### src/rtl/dmem_store_buffer.sv
// dmem_store_buffer: posted store FIFO that drains onto AHB-Lite as NONSEQ
// single writes. Transfer size and byte address are recovered from the byte
// mask at enqueue time; address and data phases overlap, wait states stall
// the pipeline, and a two-cycle ERROR response is absorbed without retry.
module dmem_store_buffer #(
  parameter int DEPTH = 2
) (
  input  logic        clk_in,
  input  logic        rst_n_in,
  input  logic        wr_req_in,
  input  logic [31:0] addr_in,
  input  logic [31:0] data_in,
  input  logic [3:0]  wr_mask_in,
  output logic        full_out,
  output logic        empty_out,
  output logic        illegal_out,
  output logic [31:0] haddr_out,
  output logic [1:0]  htrans_out,
  output logic        hwrite_out,
  output logic [2:0]  hsize_out,
  output logic [31:0] hwdata_out,
  input  logic        hready_in,
  input  logic        hresp_in,
  output logic        bus_err_out,
  output logic [31:0] err_addr_out
);

  localparam int PTR_W = (DEPTH > 1) ? $clog2(DEPTH) : 1;
  localparam int CNT_W = PTR_W + 1;
  localparam logic [1:0] HTRANS_IDLE   = 2'b00;
  localparam logic [1:0] HTRANS_NONSEQ = 2'b10;

  typedef enum logic [1:0] {
    ST_IDLE = 2'b00,
    ST_DATA = 2'b01,
    ST_ERR1 = 2'b10
  } state_e;

  // Mask decode: returns {legal, byte offset[1:0], hsize[2:0]}.
  function automatic logic [5:0] decode_mask(input logic [3:0] mask);
    logic [5:0] res;
    case (mask)
      4'b0001: res = {1'b1, 2'b00, 3'b000};
      4'b0010: res = {1'b1, 2'b01, 3'b000};
      4'b0100: res = {1'b1, 2'b10, 3'b000};
      4'b1000: res = {1'b1, 2'b11, 3'b000};
      4'b0011: res = {1'b1, 2'b00, 3'b001};
      4'b1100: res = {1'b1, 2'b10, 3'b001};
      4'b1111: res = {1'b1, 2'b00, 3'b010};
      default: res = {1'b0, 2'b00, 3'b010};
    endcase
    return res;
  endfunction

  // FIFO storage: byte address, size and lane data per entry
  logic [31:0]      addr_mem_q [DEPTH];
  logic [2:0]       size_mem_q [DEPTH];
  logic [31:0]      data_mem_q [DEPTH];

  logic [PTR_W-1:0] wr_ptr_q, wr_ptr_d;
  logic [PTR_W-1:0] rd_ptr_q, rd_ptr_d;
  logic [CNT_W-1:0] count_q, count_d;
  state_e           state_q, state_d;
  logic [31:0]      dp_addr_q, dp_addr_d;
  logic [31:0]      dp_data_q, dp_data_d;
  logic             illegal_q, illegal_d;
  logic             bus_err_q, bus_err_d;
  logic [31:0]      err_addr_q, err_addr_d;

  logic [5:0]       dec_s;
  logic             legal_s;
  logic             push_s;
  logic             full_s;
  logic             fifo_empty_s;
  logic             nonseq_s;
  logic             accept_s;
  logic             err_done_s;
  logic             unused_s;

  assign unused_s     = ^addr_in[1:0];
  assign dec_s        = decode_mask(wr_mask_in);
  assign legal_s      = dec_s[5];
  assign full_s       = (count_q == CNT_W'(DEPTH));
  assign fifo_empty_s = (count_q == {CNT_W{1'b0}});
  assign push_s       = wr_req_in && legal_s && !full_s;
  // The first ERROR cycle must suppress any new address, hence hresp_in here.
  assign nonseq_s     = !fifo_empty_s && (state_q != ST_ERR1) &&
                        !((state_q == ST_DATA) && hresp_in);
  assign accept_s     = nonseq_s && hready_in;
  assign err_done_s   = (state_q == ST_ERR1) && hready_in;

  // Controller next state: tracks the outstanding data phase and ERROR cycle
  always_comb begin
    state_d = state_q;
    case (state_q)
      ST_IDLE: begin
        if (accept_s) state_d = ST_DATA;
        else          state_d = ST_IDLE;
      end
      ST_DATA: begin
        if (hready_in)     state_d = accept_s ? ST_DATA : ST_IDLE;
        else if (hresp_in) state_d = ST_ERR1;
        else               state_d = ST_DATA;
      end
      ST_ERR1: begin
        if (hready_in) state_d = ST_IDLE;
        else           state_d = ST_ERR1;
      end
      default: state_d = ST_IDLE;
    endcase
  end

  // Datapath next state: pointers, occupancy, data-phase register, pulses
  always_comb begin
    wr_ptr_d   = wr_ptr_q;
    rd_ptr_d   = rd_ptr_q;
    count_d    = count_q;
    dp_addr_d  = dp_addr_q;
    dp_data_d  = dp_data_q;
    err_addr_d = err_addr_q;
    illegal_d  = wr_req_in && (wr_mask_in != 4'b0000) && !legal_s;
    bus_err_d  = err_done_s;
    if (push_s) wr_ptr_d = wr_ptr_q + PTR_W'(1);
    else        wr_ptr_d = wr_ptr_q;
    if (accept_s) begin
      rd_ptr_d  = rd_ptr_q + PTR_W'(1);
      dp_addr_d = addr_mem_q[rd_ptr_q];
      dp_data_d = data_mem_q[rd_ptr_q];
    end else begin
      rd_ptr_d  = rd_ptr_q;
    end
    count_d = count_q + CNT_W'(push_s) - CNT_W'(accept_s);
    if (err_done_s) err_addr_d = dp_addr_q;
    else            err_addr_d = err_addr_q;
  end

  // Control and status registers with synchronous active-low reset
  always_ff @(posedge clk_in) begin
    if (!rst_n_in) begin
      wr_ptr_q   <= {PTR_W{1'b0}};
      rd_ptr_q   <= {PTR_W{1'b0}};
      count_q    <= {CNT_W{1'b0}};
      state_q    <= ST_IDLE;
      dp_addr_q  <= 32'h0000_0000;
      dp_data_q  <= 32'h0000_0000;
      illegal_q  <= 1'b0;
      bus_err_q  <= 1'b0;
      err_addr_q <= 32'h0000_0000;
    end else begin
      wr_ptr_q   <= wr_ptr_d;
      rd_ptr_q   <= rd_ptr_d;
      count_q    <= count_d;
      state_q    <= state_d;
      dp_addr_q  <= dp_addr_d;
      dp_data_q  <= dp_data_d;
      illegal_q  <= illegal_d;
      bus_err_q  <= bus_err_d;
      err_addr_q <= err_addr_d;
    end
  end

  // Entry storage; contents are only observed through valid pointers
  always_ff @(posedge clk_in) begin
    if (push_s) begin
      addr_mem_q[wr_ptr_q] <= {addr_in[31:2], dec_s[4:3]};
      size_mem_q[wr_ptr_q] <= dec_s[2:0];
      data_mem_q[wr_ptr_q] <= data_in;
    end
  end

  assign full_out     = full_s;
  assign empty_out    = fifo_empty_s && (state_q == ST_IDLE);
  assign illegal_out  = illegal_q;
  assign htrans_out   = nonseq_s ? HTRANS_NONSEQ : HTRANS_IDLE;
  assign hwrite_out   = nonseq_s;
  assign haddr_out    = nonseq_s ? addr_mem_q[rd_ptr_q] : 32'h0000_0000;
  assign hsize_out    = nonseq_s ? size_mem_q[rd_ptr_q] : 3'b010;
  assign hwdata_out   = (state_q != ST_IDLE) ? dp_data_q : 32'h0000_0000;
  assign bus_err_out  = bus_err_q;
  assign err_addr_out = err_addr_q;

endmodule

### config.mk
export PLATFORM = sky130hd
export DESIGN_NAME = dmem_store_buffer
export DESIGN_NICKNAME = d
export VERILOG_FILES = /design/src/rtl/dmem_store_buffer.sv
export SDC_FILE = /design/constraint.sdc
export NUM_CORES = 1
export LEC_CHECK = 0
export CORE_MARGIN = 5
export CORE_UTILIZATION = 55
export DETAILED_ROUTE_END_ITERATION = 7
export PLACE_DENSITY = 0.84
export SLEW_MARGIN = 20
export SYNTH_ARGS = -nofsm -noshare
export SYNTH_HDL_FRONTEND = slang
export SYNTH_SLANG_ARGS = --single-unit
### constraint.sdc
create_clock -name clk_in -period 7.3 [get_ports clk_in]
set_input_delay 1.095 -clock clk_in [delete_from_list [all_inputs] [get_ports clk_in]]
set_output_delay 1.095 -clock clk_in [all_outputs]
set_load 0.02 [all_outputs]
==> impl_metrics.ini <==
[cts]
cts.path.max_buffers = 3
cts-root-buf = clkbuf_16
clk_latency_ns = 0.50
cts_resized = 0
ctsHtreeMaxLevel = 1
hold_buffers = 0
clock-sinks = 237
cts_tree = done
clk_pin_slew_ns = 0.06
post_cts_buffers = 0
cts_buffers = 24

[global_route]
antenna_found_initial = 0
grt_max_degree = 107
track_usage_pct = 21.46
grt_overflow = 0
grt_pass1_wl_um = 34090
grt_pass1_vias = 6563

[route]
drc = 0
routedWlPerCell_um = 19.26
ant_nets = 0
drt_iter0_drc = 360
dr.pass1.iters = 5
routed_wl_um = 21070
via_per_inst = 5.643
vias = 6173

[yosys]
synth_seq_cells = 237
yosysWarningCount = 0
netlist_area_um2 = 9109
ys_types = 35
synth_flop_cell = edfxtp_1
synth_edf_count = 132
ys_seq_area_share_pct = 66.59
avgSynthCellArea_um2 = 12.98
synthCells = 702
async_reset_ff_share_pct = 0

[timing]
period_share_pct = 57.83
finalClockSkew_ns = 0.006679
grt_setup_unrepaired = false
tightest_slew_ns = 1.097
slew_headroom_pct = 26.87
setup_viol = 0
slew_violations = 0
finalHoldViolations = 0
fin_crit_ns = 4.221
timing.fmax_mhz = 236.9
setup_tns_ns = 0
setup_slack_ns = 3.079

[setup_path]
worst_ep_arrival_time_ns = 3.13
cp-start-kind = input port
reg2reg_slack_ns = 4.66
setup.worst_path.start = hresp_in
crit_type = in -> out
crit_path_end_kind = output port
rr_startpoint = count_q[1]
r2r_end = data_mem_q[0][15]
slowest_delay_ns = 0.64
crit_slowest_cell = clkdlybuf4s50_1
critPathBufInv = 3
crit_top_cell = clkdlybuf4s50_1
r2r_cells = 5
crit_required_ns = 6.20
critPathTopFamily = buffers and inverters
path_max_fanout = 15
crit_path_end = hsize_out[1]
cp_cell_sequence = clkdlybuf4s50_1, nand3b_1, o211ai_1, buf_4, a211o_1, clkdlybuf4s50_1
crit_cells = 6

[floorplan]
die_h_um = 138.7
coreArea_um2 = 16410
dieWidth_um = 138.7
initial_core_util_pct = 55.52
dieArea_um2 = 19230
rows = 47
num_io_pins = 179

[cells_and_area]
fin_util_pct = 71.74
final_layout_size_suffix_gt1_share_pct = 11.67
mostFrequentLayoutCell = clkdlybuf4s50_1
fin_nets = 931
multi_input_area_um2 = 2770
area_growth_pct = 29.22
diodes = 0
area.sequential_um2 = 6071
fill_cells = 1088
instances_no_fill = 1094
final_cell_mix = clkdlybuf4s50_1, nand2_1, edfxtp_1, dfxtp_1, mux2i_1

[hold_path]
hp-class = reg -> reg

[power_and_ir_drop]
p_leak_nw = 3.914
peakVddDrop_v = 0.0001947
pwr_density_cell_nw_per_um2 = 341.9
p_total_mw = 4.025

[status]
outcome = finished clean

[placement]
gp_congestion = 0.8088
dp_slack_ns = 2.697
dp_hpwl_um = 12700
io_buffers = 174
dp_cells = 1049

[job]
max_cap_violations = 0
-- how the worst min path moves through the flow --
stage | startpoint | to | slack (ns) | cells after the start
finish | dp_addr_q[24] | err_addr_out[24] | 0.47 | 2
global route | err_addr_out[16] | err_addr_out[16] | 0.49 | 2
CTS | err_addr_out[16] | err_addr_out[16] | 0.47 | 2
detailed placement | dp_addr_q[24] | err_addr_out[24] | 0.46 | 2
global placement | dp_addr_q[15] | err_addr_out[15] | 0.45 | 2
floorplan | dp_addr_q[0] | err_addr_out[0] | 0.44 | 2
-- through the flow --
stage / hold WS (ns) / cell area [µm²]
floorplan: 0.4412 / 9112
global route: 0.4869 / 11770
detailed placement: 0.4631 / 10940
global placement: 0.4496 / 10940
CTS: 0.4719 / 11740
finish: 0.4704 / 11770
-- cell type report --
type	count	area share (%)
Clock inverter	8	0.5634
Multi-Input combinational cell	405	23.54
Inverter	4	0.1276
Clock buffer	36	6.272
Sequential cell	237	51.58
Timing Repair Buffer	184	15.58
Tap cell	220	2.339
-- report_power, final --
| group | internal, mW | total, mW | switching (mW) |
|---|---|---|---|
| sequential | 1.59 | 1.73 | 0.139 |
| clock | 0.734 | 1.22 | 0.490 |
| combinational | 0.501 | 1.07 | 0.572 |
| total | 2.82 | 4.02 | 1.20 |
-- worst reg2reg max path: stages (launching register included) --
cell,delay [ns]
dfxtp_1,0.35
nor2b_1,0.18
a311oi_1,0.48
inv_1,0.18
nor2_4,0.55
buf_4,0.53
-- kinds of logic (layout without fill, tap and decap cells) --
logic type	Yosys count	after routing	synth area share (%)
DFF	237	237	66.59
other	1	2	0.04117
xor gates and xnor gates	3	3	0.2885
adders and majority gates	2	2	0.2747
buffers and inverters	61	232	3.228
AOI/OAI and AO/OA	103	103	11.18
and+or+nand+nor	227	227	10.92
muxes	68	68	7.472
-- cells in the mapped netlist (3+ instances only) --
| master | instances | area, µm² |
|---|---|---|
| a21boi_0 | 32 | 240.2 |
| and2_1 | 4 | 25.02 |
| buf_2 | 22 | 110.1 |
| buf_4 | 4 | 30.03 |
| buf_6 | 3 | 33.78 |
| clkbuf_1 | 28 | 105.1 |
| dfxtp_1 | 105 | 2102 |
| edfxtp_1 | 132 | 3964 |
| inv_1 | 4 | 15.01 |
| mux2i_1 | 68 | 680.7 |
| nand2_1 | 134 | 503.0 |
| nand2b_1 | 3 | 18.77 |
| nor2_1 | 40 | 150.1 |
| nor2b_1 | 34 | 212.7 |
| o221a_1 | 20 | 225.2 |
| o221a_2 | 44 | 495.5 |
| xnor2_1 | 3 | 26.28 |
-- flip-flops by register name (all words and copies together), names as in the netlist, named ones only --
register      flops
addr_mem_q       64
data_mem_q       64
dp_addr_q        32
dp_data_q        32
err_addr_out     32
size_mem_q        4
count_q           2
state_q           2
bus_err_out       1
illegal_out       1
rd_ptr_q          1
wr_ptr_q          1
-- routing by layer --
metal	global-route usage (%)	wire length [µm]	vias up
li1	-	-	2844
met1	27.21	8603	3029
met2	37.87	10470	262
met3	4.414	1610	38
met4	5.510	380	0
met5	0	0	-
Note: power is estimated with default switching activity, not from simulation.
